==> src/rtl/cache_fill_fsm.sv <==
// cache_fill_fsm
// Miss handler between a direct-mapped cache and a pipelined main memory.
// On a miss it fetches the whole block with one word read per cycle. It
// streams each returned word into the data array and writes the tag when
// the final word arrives. The pipeline stall is held for the whole fill.
//
// Ports:
//   clk               system clock, rising edge
//   rst_n             asynchronous active-low reset
//   miss_detected     lookup missed this cycle (level)
//   miss_address      byte address of the missing access
//   memory_data_valid memory read data valid this cycle
//   fsm_busy          stall request to the pipeline/cache
//   memory_enable     read request to memory this cycle
//   memory_address    address of the current read request
//   write_data_array  write the returned word into the data array
//   fill_word_idx     word offset within the block for write_data_array
//   write_tag_array   write tag and valid bit for the filled block
//
// Handshake: the memory side has no back-pressure. Each cycle with
// memory_enable=1 is exactly one accepted request. Each cycle with
// memory_data_valid=1 is exactly one returned word, in request order.
// The returned word is consumed that same cycle.
module cache_fill_fsm #(
    parameter int WORDS_PER_BLOCK = 8,
    parameter int ADDR_W          = 16
) (
    input  logic                               clk,
    input  logic                               rst_n,
    input  logic                               miss_detected,
    input  logic [ADDR_W-1:0]                  miss_address,
    input  logic                               memory_data_valid,
    output logic                               fsm_busy,
    output logic                               memory_enable,
    output logic [ADDR_W-1:0]                  memory_address,
    output logic                               write_data_array,
    output logic [$clog2(WORDS_PER_BLOCK)-1:0] fill_word_idx,
    output logic                               write_tag_array
);

    localparam int IDX_W = $clog2(WORDS_PER_BLOCK);
    // Byte-offset bits within a block (2 bytes per word).
    localparam int OFF_W = IDX_W + 1;
    localparam logic [IDX_W-1:0] LAST_IDX = IDX_W'(WORDS_PER_BLOCK - 1);

    typedef enum logic {
        IDLE = 1'b0,
        FILL = 1'b1
    } state_t;

    state_t            state;
    logic [IDX_W-1:0]  issue_cnt;
    logic [IDX_W-1:0]  recv_cnt;
    logic              mem_en_q;
    logic [ADDR_W-1:0] mem_addr_q;
    logic [ADDR_W-1:0] block_base;
    logic              in_fill;

    assign block_base = {miss_address[ADDR_W-1:OFF_W], {OFF_W{1'b0}}};
    assign in_fill    = (state == FILL);

    always_ff @(posedge clk or negedge rst_n) begin
        if (!rst_n) begin
            state      <= IDLE;
            issue_cnt  <= '0;
            recv_cnt   <= '0;
            mem_en_q   <= 1'b0;
            mem_addr_q <= '0;
        end else begin
            case (state)
                IDLE: begin
                    // Valids seen while idle are stray and are dropped.
                    if (miss_detected) begin
                        state      <= FILL;
                        issue_cnt  <= '0;
                        recv_cnt   <= '0;
                        mem_en_q   <= 1'b1;
                        mem_addr_q <= block_base;
                    end
                end
                FILL: begin
                    // Issue side: one request per cycle until the block is covered.
                    // The address stays inside the block, so no carry out of it.
                    if (mem_en_q) begin
                        if (issue_cnt == LAST_IDX) begin
                            mem_en_q <= 1'b0;
                        end else begin
                            issue_cnt  <= issue_cnt + 1'b1;
                            mem_addr_q <= mem_addr_q + ADDR_W'(2);
                        end
                    end
                    // Receive side: count valids. Completion depends only on the
                    // word count, never on memory latency.
                    if (memory_data_valid) begin
                        if (recv_cnt == LAST_IDX) begin
                            state     <= IDLE;
                            recv_cnt  <= '0;
                            issue_cnt <= '0;
                            mem_en_q  <= 1'b0;
                        end else begin
                            recv_cnt <= recv_cnt + 1'b1;
                        end
                    end
                end
                default: state <= IDLE;
            endcase
        end
    end

    assign memory_enable    = mem_en_q;
    assign memory_address   = mem_addr_q;
    // Array writes track the returned data in the same cycle.
    assign write_data_array = in_fill & memory_data_valid;
    assign fill_word_idx    = write_data_array ? recv_cnt : '0;
    assign write_tag_array  = write_data_array & (recv_cnt == LAST_IDX);
    // The stall also covers the detection cycle, so it is combinational.
    assign fsm_busy         = in_fill | miss_detected;

endmodule
==> config.mk <==
export PLATFORM = sky130hd
export DESIGN_NAME = cache_fill_fsm
export DESIGN_NICKNAME = d
export VERILOG_FILES = /design/src/rtl/cache_fill_fsm.sv
export SDC_FILE = /design/constraint.sdc
export NUM_CORES = 1
export LEC_CHECK = 0
export CORE_ASPECT_RATIO = 1.1
export CORE_MARGIN = 2
export CORE_UTILIZATION = 50
export DETAILED_ROUTE_END_ITERATION = 12
export HOLD_SLACK_MARGIN = 0.08
export PLACE_DENSITY = 0.88
export SLEW_MARGIN = 30
export SYNTH_ARGS = -nofsm -noshare
export SYNTH_HDL_FRONTEND = slang
export SYNTH_SLANG_ARGS = --single-unit
==> constraint.sdc <==
create_clock -name clk -period 6.5 [get_ports clk]
set_input_delay 1.95 -clock clk [delete_from_list [all_inputs] [get_ports clk]]
set_output_delay 1.95 -clock clk [all_outputs]
set_load 0.05 [all_outputs]
* After elaboration in Yosys (flattened, before gate mapping)
Index checks and enable logic that the tools add are counted.
Storage, ports and cells: logic and storage cells 44, output and inout bits 23, register bits 24
Operators by class: add/subtract/negate cells 3, equality and inequality tests 6, multiplexer cells 24, reduce and logical (&&, ||, !) cells 2, bitwise gates (word level) 4
Operator list (count):
- 16-bit two-way mux | 3
- 16-bit one-hot mux with 2 select lines | 1
- 3-bit two-way mux | 8
- 16-bit by 2-bit adder with 16-bit output, second input constant | 1
- 3-bit one-hot mux with 2 select lines | 2
- 1-bit two-way mux | 8
- 3-bit by 1-bit adder with 3-bit output, second input constant | 2
- 3-bit == test, second input constant | 2
- 2-bit inequality test, second input constant | 3
- 1-bit one-hot mux with 2 select lines | 2
- 3-bit AND reduction | 1
- 1-bit bitwise AND | 2
- 2-bit by 1-bit inequality test with 1-bit output, second input constant | 1
- 2-bit AND reduction | 1
- 1-bit NOT | 1
- 1-bit OR | 1

* Longest topological paths before layout
depth in word-level cells 6, depth in mapped cells 7, depth with buffers taken out 6

* Least setup slack after synthesis
OpenSTA, ideal clock, no wires.
kind in2out, start in memory_data_valid, end out fill_word_idx[1], cell stages on the path 2, path slack 1453 ps, data required time 4550 ps, buffers on the path 0, arrival time 3097 ps, path through inv_1 > nor3_1
Between the ends: cells in the longest elaborated chain, start to end 2
Ends and longest elaborated chain:
- start: declaration | RTL line 32 | input logic memory_data_valid,
- 1-bit bitwise AND | RTL line 113 | assign write_data_array = in_fill & memory_data_valid;
- 3-bit two-way mux | RTL line 114 | assign fill_word_idx = write_data_array ? recv_cnt : '0;
- end: declaration | RTL line 37 | output logic [$clog2(WORDS_PER_BLOCK)-1:0] fill_word_idx,
Every way passes these cells.

* Worst setup path after layout
Same ends and word-level chain as after synthesis.

==> reports/qor.yml <==
outcome:
  status: "complete, no violations"
drt:
  top_layer_used: "met4"
  first_pass_iters: 4
  wl_um: 3250
  drcViolationCount: 0
  viasPerCell: 5.90
  wl_met1_um: 1420
  routedWlPerCell_um: 14.4
  ant_nets: 0
  vias: 1327
  drtIter0Drc: 31
  wl_met2_um: 1650
  wl_met3_um: 146
grt:
  track_usage_pct: 22.7
  grt.overflow.total: 0
  grt_max_degree: 33
  antenna_found_initial: 0
  grt_pass1_wl_um: 5640
  grt_pass1_vias: 1317
floorplanning:
  die_area_um2: 3290
  core-area_um2: 2750
  placementRows: 20
  die_y_um: 60.0
  start_util_pct: 51.8
  io_pins: 43
  die_x_um: 54.9
setup_path:
  critPathLaunchType: "primary input"
  r2r_start: "issue_cnt[0]"
  worstPathRequired_ps: 4550
  regToRegSetupSlack_ps: 4060
  cp-startpoint: "memory_data_valid"
  critical_path_class: "in2out"
  rr_endpoint: "memory_address[15]"
  crit_end: "fill_word_idx[1]"
  crit_path_max_fanout: 8
  critPathCaptureType: "output port"
  critPathArrivalTime_ps: 3740
  r2r_cells: 5
layout:
  drive_gt1_share_pct: 4.69
  nets: 217
  stdcell_count: 225
  finalInstanceArea_um2: 1820
  n_antenna_cell: 0
  area_delta_synth_final_pct: 27.5
  fillers: 250
place:
  portBuffers: 37
  placed_cells_incl_taps: 221
  dpl_cell_area_um2: 1790
  dp_hpwl_um: 2300
  gp_congestion: 0.776
sta:
  rsz0062_at_grt: "false"
  hold_viol: 0
  tightest_slew_ps: 630
  clock_skew_ps: 1.62
  slew_headroom_pct: 57.6
  setup_viol: 0
  period_share_pct: 87.5
  fmax_ghz: 0.176
  whs_ps: 511
  finalSetupTns_ps: 0
  slew_viol_final: 0
  period_needed_ps: 5690
pwr:
  leakagePower_nw: 0.733
  power_uw: 932
  powerDensity_nw_per_um2: 513
  ir_drop_v: 0.000272
clocking:
  path_clk_slew_ps: 120
  numCtsBuffers: 3
  cts_sinks: 23
  root_buffer: "clkbuf_4"
  cts_resized: 0
  worstSkewPairLatency_ps: 310
  htreeDepth: 1
  post-cts-setup-buffer-count: 0
  cts_buffer_depth: 2
  cts_hold_buffers: 0
  cts_tree: "built"
synthesis:
  synthTopCellsByArea: "dfrtp_1, xnor2_1, a211oi_1, nand2_1, ha_1"
  syn-cell-area_um2: 1430
  ys_types: 40
  synth_warnings: 0
  synth.avg_cell_area_um2: 8.91
  async_flop_share_pct: 100
  synthFlopType: "dfrtp_1"
  syn-num-nets: 184
  synth_seq_cells: 23
  yosysTopAreaCellShare_pct: 40.4
  synth_cells: 160
  synth-seq-area-share_pct: 40.4
  yosys.area.top_type: "dfrtp_1"
  synth_edf_count: 0
hold_path:
  hp-class: "reg2reg"
  min_path_cells: 1
flow_run:
  drv_cap: 0
[synth_stat cells, drive strengths merged, types with 2 or more instances]
master / number
nand4: 3
dfrtp: 23
o21ai: 10
inv: 8
a211oi: 8
nor2: 4
o31ai: 4
xnor2: 7
or3: 3
mux2i: 3
o31a: 2
nor2b: 8
o32ai: 2
o22ai: 2
nand3: 4
nor4: 4
nand2: 15
a21boi: 2
clkbuf: 5
ha: 4
a21o: 2
a21oi: 9
a31oi: 4
nor3: 4
and3: 3
buf: 5
or4: 3
[metal layers]
metal  up-vias  GRT usage (%)
met5         -              0
met3         4           2.25
met4         0           6.97
met2        33           38.4
met1       640           30.3
li1        650              -
[cell type report]
class                      count  area [µm²]  share of cell area [%]
clock buffer                   4        26.3                    1.45
inverter                       9        33.8                    1.86
multi-input combinational    118         766                    42.1
sequential                    23         577                    31.7
tap                           33        41.3                    2.27
timing repair buffer          38         373                    20.5
[cells in the final DEF, fill, tap and decap left out, types with 2 or more instances in the layout]
cell	synthesis	routed
clkdlybuf4s50_1	0	36
dfrtp_1	23	22
nand2_1	15	15
o21ai_0	10	10
a21oi_1	9	9
inv_1	8	8
nor2b_1	8	8
a211oi_1	8	8
xnor2_1	7	7
nor2_1	4	4
nor3_1	4	4
nand3_1	4	4
nor4_1	4	4
o31ai_1	4	4
a31oi_1	4	4
ha_1	4	4
and3_1	3	3
or4_1	3	3
nand4_1	3	3
mux2i_1	3	3
or3_1	3	3
clkbuf_4	0	3
a21o_1	2	2
o22ai_1	2	2
o32ai_1	2	2
o31a_1	2	2
[critical path, stage by stage]
cell and delay, ps:
clkdlybuf4s50_1 610, inv_1 140, nor3_1 200, clkdlybuf4s50_1 830
[worst min path at each step]
stage                  from      endpoint  slack, ps
3_5_place_dp   issue_cnt[1]  issue_cnt[1]        500
3_3_place_gp   issue_cnt[1]  issue_cnt[1]        480
2_1_floorplan  issue_cnt[0]  issue_cnt[0]        460
6_report       issue_cnt[0]  issue_cnt[0]        510
5_1_grt        issue_cnt[1]  issue_cnt[1]        550
4_1_cts        issue_cnt[0]  issue_cnt[0]        520
[logic make-up (layout without fill, tap and decap cells)]
kind of cell / Yosys count / count (layout) / share of synthesized area (%)
AO/OA/AOI/OAI: 48 / 48 / 22.6
AND/OR/NAND/NOR: 53 / 53 / 19.6
buffers and inverters: 19 / 51 / 5.88
other: 1 / 1 / 0.263
multiplexers: 4 / 4 / 2.90
flip-flops: 23 / 23 / 40.4
adder cells (fa/ha/maj): 4 / 4 / 3.51
XOR/XNOR: 8 / 8 / 4.92
[flip-flops by register name (all words and copies together) (netlist names)]
name / flops
in_fill: 1
issue_cnt: 3
memory_address: 15
memory_enable: 1
recv_cnt: 3
[report_power, final]
part / internal, mW / total, mW / switching, mW
registers: 0.211 / 0.304 / 0.0934
logic: 0.214 / 0.561 / 0.347
clock network: 0.0240 / 0.0670 / 0.0430
total: 0.449 / 0.932 / 0.483
[through the flow]
stage | util [%] | setup WS, ps
after detailed placement | 65.0 | 841
after CTS | 66.0 | 809
final | 66.0 | 813
after global routing | 66.0 | 696
after global placement | 65.2 | 876
after floorplan | - | 1450
(Power assumes the default switching activity.)
